## config.mk

```make
export PLATFORM = sky130hd
export DESIGN_NAME = bin_to_bcd_seq
export DESIGN_NICKNAME = d
export VERILOG_FILES = /design/src/rtl/bcd_pkg.sv /design/src/rtl/bcd_add3.sv /design/src/rtl/bin_to_bcd_seq.sv
export SDC_FILE = /design/constraint.sdc
export NUM_CORES = 1
export LEC_CHECK = 0
export CORE_UTILIZATION = 46
export DETAILED_ROUTE_END_ITERATION = 8
export PLACE_DENSITY = 0.69
export RECOVER_POWER = 50
export REMOVE_ABC_BUFFERS = 1
export SYNTH_ARGS = -nofsm -noshare
export SYNTH_HDL_FRONTEND = slang
export SYNTH_SLANG_ARGS = --single-unit
```

## constraint.sdc

```tcl
create_clock -name clk -period 3.49 [get_ports clk]
set_input_delay 0.5235 -clock clk [delete_from_list [all_inputs] [get_ports clk]]
set_output_delay 0.5235 -clock clk [all_outputs]
set_load 0.005 [all_outputs]
```

## src/rtl/bcd_pkg.sv

```systemverilog
// bcd_pkg: shared state type, constants and digit-count helper for bin_to_bcd_seq
package bcd_pkg;
  typedef enum logic [1:0] {IDLE, SHIFT, DONE} state_t;
  localparam logic [3:0] BLANK_CODE = 4'hF;
  localparam logic [3:0] ADD3_THRESHOLD = 4'd5;
  function automatic int min_digits(input int width);
    logic [63:0] m;
    int d;
    m = (64'd1 << width) - 64'd1;
    d = 1;
    for (int i = 0; i < 12; i++)
      if (m >= 64'd10) begin
        m = m / 64'd10;
        d++;
      end
    return d;
  endfunction
endpackage

```

## src/rtl/bcd_add3.sv

```systemverilog
// bcd_add3: double-dabble digit correction, adds 3 to a scratch digit of 5 or more
module bcd_add3
  import bcd_pkg::*;
(
  input  logic [3:0] din,
  output logic [3:0] dout
);
  assign dout = din >= ADD3_THRESHOLD ? din + 4'd3 : din;
endmodule

```

## src/rtl/bin_to_bcd_seq.sv

```systemverilog
// bin_to_bcd_seq: one-bit-per-clock shift-and-add-3 converter; define BCD_BLANK_EN for leading-zero blanking
module bin_to_bcd_seq
  import bcd_pkg::*;
#(
  parameter int WIDTH  = 16,
  parameter int DIGITS = 5
) (
  input  logic                  clk,
  input  logic                  rst,
  input  logic                  start,
  input  logic [WIDTH-1:0]      bin,
  output logic                  ready,
  output logic                  valid,
  output logic [4*DIGITS-1:0]   bcd
);
  localparam int CW = $clog2(WIDTH + 1);
  state_t state, state_n;
  logic [CW-1:0] cnt;
  logic [WIDTH-1:0] sr, sr_n;
  logic [4*DIGITS-1:0] scratch, scratch_n, adj, result;
  if (WIDTH < 4 || WIDTH > 32) begin : g_bad_width
    $error("bin_to_bcd_seq: WIDTH must be in 4..32");
  end
  if (DIGITS < min_digits(WIDTH)) begin : g_bad_digits
    $error("bin_to_bcd_seq: DIGITS too small for WIDTH");
  end
  for (genvar i = 0; i < DIGITS; i++) begin : g_add3
    bcd_add3 u_add3 (.din(scratch[4*i+:4]), .dout(adj[4*i+:4]));
  end
  always_comb {scratch_n, sr_n} = {adj, sr} << 1;
`ifdef BCD_BLANK_EN
  logic lead;
  always_comb begin
    result = scratch;
    lead = 1'b1;
    for (int i = DIGITS - 1; i > 0; i--) begin
      if (lead && scratch[4*i+:4] == 4'd0) result[4*i+:4] = BLANK_CODE;
      else lead = 1'b0;
    end
  end
`else
  assign result = scratch;
`endif
  always_ff @(posedge clk) state <= rst ? IDLE : state_n;
  always_comb begin
    state_n = state;
    state_n = state == IDLE  ? (start ? SHIFT : IDLE) :
              state == SHIFT ? (cnt == CW'(1) ? DONE : SHIFT) : IDLE;
  end
  assign ready = state == IDLE;
  always_ff @(posedge clk) begin
    if (rst) begin
      cnt     <= '0;
      sr      <= '0;
      scratch <= '0;
      valid   <= 1'b0;
      bcd     <= '0;
    end else begin
      valid <= state == DONE;
      if (state == IDLE && start) begin
        sr      <= bin;
        scratch <= '0;
        cnt     <= CW'(WIDTH);
      end
      if (state == SHIFT) begin
        sr      <= sr_n;
        scratch <= scratch_n;
        cnt     <= cnt - CW'(1);
      end
      if (state == DONE) bcd <= result;
    end
  end
endmodule

```

# == After elaboration in Yosys (flattened, before gate mapping) ==
# Index checks and enable logic that the tools add are counted.
# totals
register_bits,64
latchBits,0
ramBits,0
romBits,0
in_bits,19
out_inout_bits,22
word_cells,40
memories,0
# classes
addsub,6
n_mul,0
div,0
n_lt_le_gt_ge,5
n_eq_ne,3
n_shift,0
n_mux,15
bitwise,0
n_reduce_logical,4
# ops
op,count
$mux 20,2
$mux 16,2
$ge 4x3->1 const B,5
$add 4x2->4 const B,4
$mux 4,4
$mux 5,2
$mux 2,3
$eq 5x1->1 const B,1
$sub 5x1->5 const B,1
$add 3x2->3 const B,1
$mux 3,1
$eq 2x1->1 const B,1
$eq 2x2->1 const B,1
$logic_not 2->1,1
$reduce_bool 2->1,1
$reduce_or 2->1,1
$logic_and 1x1->1,1
$mux 1,1

# == Logic depth before layout (Yosys ltp) ==
# depth
word_depth,4
depth_mapped,6

# == Modules after synthesis ==
# Synthesis repeated with hierarchy kept, for this count alone.
# hier_totals
cells_unflattened,358
hier_area_um2,3036.7
# by_module_without_submodules
module,instances,cells_each,area_each_um2
bin_to_bcd_seq,1,278,2529.9
bcd_add3,5,16,101.3

# == Worst setup path before layout ==
# Ideal clock, no wire load.
# synth_path
path_type,input -> register
startpoint,in start
endpoint,reg scratch[0] (netlist: result[0])
setup_ps,128
arrival_ps,1303
t_required_ps,3362
setup_slack_ps,2060
path_stages,6
n_path_buf,2
cell_sequence,buf_2 > nor2_4 > or2_4 > buf_6 > a22oi_2 > nor2_1
# synth_between
elab_chain_cells,2
# synth_rtl
item,line_no,text
start: declaration,bin_to_bcd_seq.sv:10,"input logic start,"
$logic_and 1x1->1,bin_to_bcd_seq.sv:60,if (state == IDLE && start) begin
$reduce_bool 2->1 (no source line),n/a,
end signal: assignment,bin_to_bcd_seq.sv:67,scratch <= scratch_n;
end: declaration,bin_to_bcd_seq.sv:20,"logic [4*DIGITS-1:0] scratch, scratch_n, adj, result;"
# No other way between the ends.
# A chain may end at the register's enable or synchronous reset.

# == Worst setup path after layout ==
# layout_path
startpoint,reg state[0]
endpoint,reg scratch[19] (netlist: result[19])
# layout_between
elab_chain_cells,3
elab_cells_between_ends,5
cone_classes,eq/ne: 1; mux: 1; reduce/logical: 3
# layout_rtl
item,line_no,text
start: declaration,bin_to_bcd_seq.sv:17,"state_t state, state_n;"
start signal: assignment,bin_to_bcd_seq.sv:44,always_ff @(posedge clk) state <= rst ? IDLE : state_n;
$logic_not 2->1,bin_to_bcd_seq.sv:60,
$logic_and 1x1->1,bin_to_bcd_seq.sv:60,
$reduce_bool 2->1 (no source line),n/a,
# Several ways; a longest one is shown, not always the timed one.

==> summary.md <==
| Metric | Value |
|---|---|
| Status | `finished, final reports clean` |
| Max Slew Vio Count | `0` |
| Worst path required time | `3680 ps` |
| Die H | `~83 um` |
| Nets@finish | `around 430` |
| Hpwl dp | `3.87 mm` |
| RSZ-0062 raised after global routing | `no` |
| Crit path largest cell delay | `~740 ps` |
| Post-CTS Setup Bufs | `0` |
| TritonCTS Sinks | `64` |
| Final core utilization | `55.3%` |
| Max Freq | `387 MHz` |
| DRT Pass-1 Iters | `4` |
| Setup violations, final | `0` |
| Via count of the routed design | `2446` |
| First-pass GRT wire length | `around 10 mm` |
| HP Class | `register to register` |
| Ant. Diodes | `0` |
| Final Hold Fails | `0` |
| Worst setup path start | `state[0]` |
| Layout Skew | `4.31 ps` |
| Row cnt | `29` |
| Worst VDD drop | `0.000207 V` |
| Crit path cell chain | `clkbuf_1 -> nor2_1 -> or2_0 -> o21ai_0 -> a21oi_1` |
| Reg2Reg Capture Point | `result[19]` |
| Fin crit share | `approximately 74%` |
| WL per Instance | `approximately 12 um` |
| 1st-iter DRT viols | `93` |
| Worst path bufs/invs | `1` |
| CTS Root Cell | `clkbuf_8` |
| ANT nets after route | `0` |
| PD cells | `414 nW/um^2` |
| Post-Syn Area per Cell | `8.18 sq um` |
| Fraction of registers with async set/reset | `0%` |
| Initial core utilization | `47.5%` |
| Drt drc | `0` |
| IO Port Bufs | `40` |
| Min Tclk post-route | `2590 ps` |
| Die Wd | `82.8 um` |
| Grt total ovfl | `0` |
| Crit Path Class | `register to register` |
| Largest net degree at the start of global routing | `29` |
| Setup TNS | `0 ps` |
| Worst-path clk slew | `around 60 ps` |
| Avg Vias per Cell | `approximately 5` |
| Fill count | `629` |
| GPL Wtd Cong | `0.757` |
| Worst reg-to-reg setup slack | `about 900 ps` |
| CTS tree | `yes` |
| R2R depth | `5` |
| Dominant synthesized flop cell | `dfxtp_1` |
| DIE AREA | `roughly 6800 sq um` |
| Share of layout cells above drive strength 1 | `5.24%` |
| Synth Cell Area | `3000 sq um` |
| Worst path depth | `5` |
| P&R area growth vs syn | `16.3%` |
| Synthesis Warnings | `0` |
| Synth Register Bits | `64` |
| Worst Path Max Fanout | `22` |
| Routed WL | `slightly below 6 mm` |
| PostCTS Resize Cnt | `0` |
| Critical-path cell with the highest stage delay | `dfxtp_1` |
| Hold_ws | `449 ps` |
| Post-synth EDFFs | `0` |
| Worst rel slew slack | `a little over two fifths` |
| Reg2reg start | `state[0]` |
| Critical path endpoint category | `register` |
| Core region area | `between 6000 and 7000 sq um` |
| Setup crit start kind | `register` |
| P_leak | `approximately 1.4 nW` |
| Delay-heaviest family, CP | `simple AND/OR/NAND/NOR gates` |
| Worst slew pin tran | `871 ps` |
| Register area share after synthesis | `42.7%` |
| # IOs | `41` |
| Cts hold-fix bufs | `0` |
| H-Tree Depth | `3` |
| Post-Syn Instances | `367` |
| Total global-route track usage | `19.1%` |
| Arrival time at the worst endpoint | `2780 ps` |
| Max-cap viol count | `0` |
| Unique masters post-synth | `34` |
| CTS max path bufs | `2` |
| Initial antenna violation count | `0` |
| Cts bufs inserted | `9` |
| Worst Setup EP | `result[19]` |
| Vias in the first global route | `2224` |
| Skew-Pair Late Insertion Delay | `330 ps` |
Yosys cell counts, types with 3 or more instances:
cell | n | area share (%)
a21oi_1 | 49 | 8.2
a22o_1 | 14 | 4.1
buf_2 | 7 | 1.2
buf_4 | 5 | 1.3
buf_6 | 5 | 1.9
clkbuf_1 | 6 | 0.75
dfxtp_1 | 64 | 43
ha_1 | 12 | 5.0
inv_1 | 13 | 1.6
mux2i_1 | 5 | 1.7
nand2_1 | 43 | 5.4
nand2b_1 | 7 | 1.5
nand3_1 | 5 | 0.83
nor2_1 | 56 | 7.0
nor2_2 | 3 | 0.63
nor2b_1 | 17 | 3.5
nor3_1 | 21 | 3.5
o21ai_0 | 8 | 1.3
xnor2_1 | 5 | 1.5
xor2_1 | 4 | 1.2
worst min-delay path: stages (launching register included):
cell and delay, ps:
dfxtp_1 310, nand2_1 50, a21oi_1 50
layout make-up:
cell class / count / area (sq um) / area share, %
tap: 77 / 96.3 / 2.76
sequential: 64 / 1280 / 36.7
timing repair buffer: 43 / 414 / 11.9
clock inverter: 1 / 5.00 / 0.143
multi-input combinational: 266 / 1500 / 43.0
clock buffer: 14 / 143 / 4.09
inverter: 13 / 48.8 / 1.40
metrics by stage:
stage               std cells  instance area [sq um]  total power, W  setup WS, ps
detailed placement        463                   3360        0.000953          1040
CTS                       478                   3510         0.00147          1290
floorplan                 343                   2850        0.000890          1640
global placement          463                   3360        0.000950          1100
finish                    478                   3490         0.00144           904
global route              478                   3490         0.00152           618
flip-flops by register name (all words and copies together) (netlist names):
name / flops
bcd: 20
cnt: 5
sr: 16
state: 2
valid: 1
result: 20
cell families (layout without fill, tap and decap cells):
group	after synthesis	in the layout	synth area share, %
AND/OR/NAND/NOR	161	161	24.9
multiplexers	5	5	1.67
adder cells (fa/ha/maj)	12	12	5.00
AO/OA/AOI/OAI	79	79	16.3
buffers and inverters	37	71	6.80
flip-flops	64	64	42.7
XOR/XNOR	9	9	2.63
metal layers:
| layer | up-vias | part of all wire, % | routed length (um) | global-route usage [%] |
|---|---|---|---|---|
| li1 | 1279 | - | - | - |
| met1 | 1117 | 48 | 2800 | 23.5 |
| met3 | 5 | 3.7 | 218 | 4.95 |
| met4 | 0 | 0.60 | 35 | 6.72 |
| met5 | - | 0 | 0 | 0 |
| met2 | 45 | 48 | 2830 | 32.0 |
layout by cell type (no fill, tap or decap), types with 2 or more instances in the layout:
master	count
nand2b_1	7
inv_1	13
dlygate4sd3_1	21
dfxtp_1	64
nor2_1	57
ha_1	12
a22oi_2	2
nand3_1	5
clkbuf_8	9
a22o_1	14
xor2_1	4
nor3b_1	2
nand2_1	43
nor3_1	21
xnor2_1	5
nor2b_1	17
o21ai_0	9
a21oi_1	49
clkbuf_1	6
clkdlybuf4s50_1	18
nor2_2	3
mux2i_1	5
buf_4	2
worst min-delay path by stage:
stage / start / end / slack [ps] / cells past startpoint
finish: bcd[6] / bcd[6] / 450 / 2
global route: bcd[10] / bcd[10] / 470 / 2
CTS: bcd[9] / bcd[9] / 460 / 2
detailed placement: bcd[9] / bcd[9] / 450 / 2
global placement: bcd[6] / bcd[6] / 440 / 2
floorplan: result[19] / bcd[19] / 440 / 2
report_power, final:
| part | leakage (nW) | switching [W] | internal, W |
|---|---|---|---|
| clock network | 0.0745 | 0.000258 | 0.000254 |
| logic | 0.799 | 0.0000858 | 0.0000682 |
| registers | 0.521 | 0.0000210 | 0.000757 |
| total | 1.39 | 0.000364 | 0.00108 |
(Power assumes the default switching activity.)
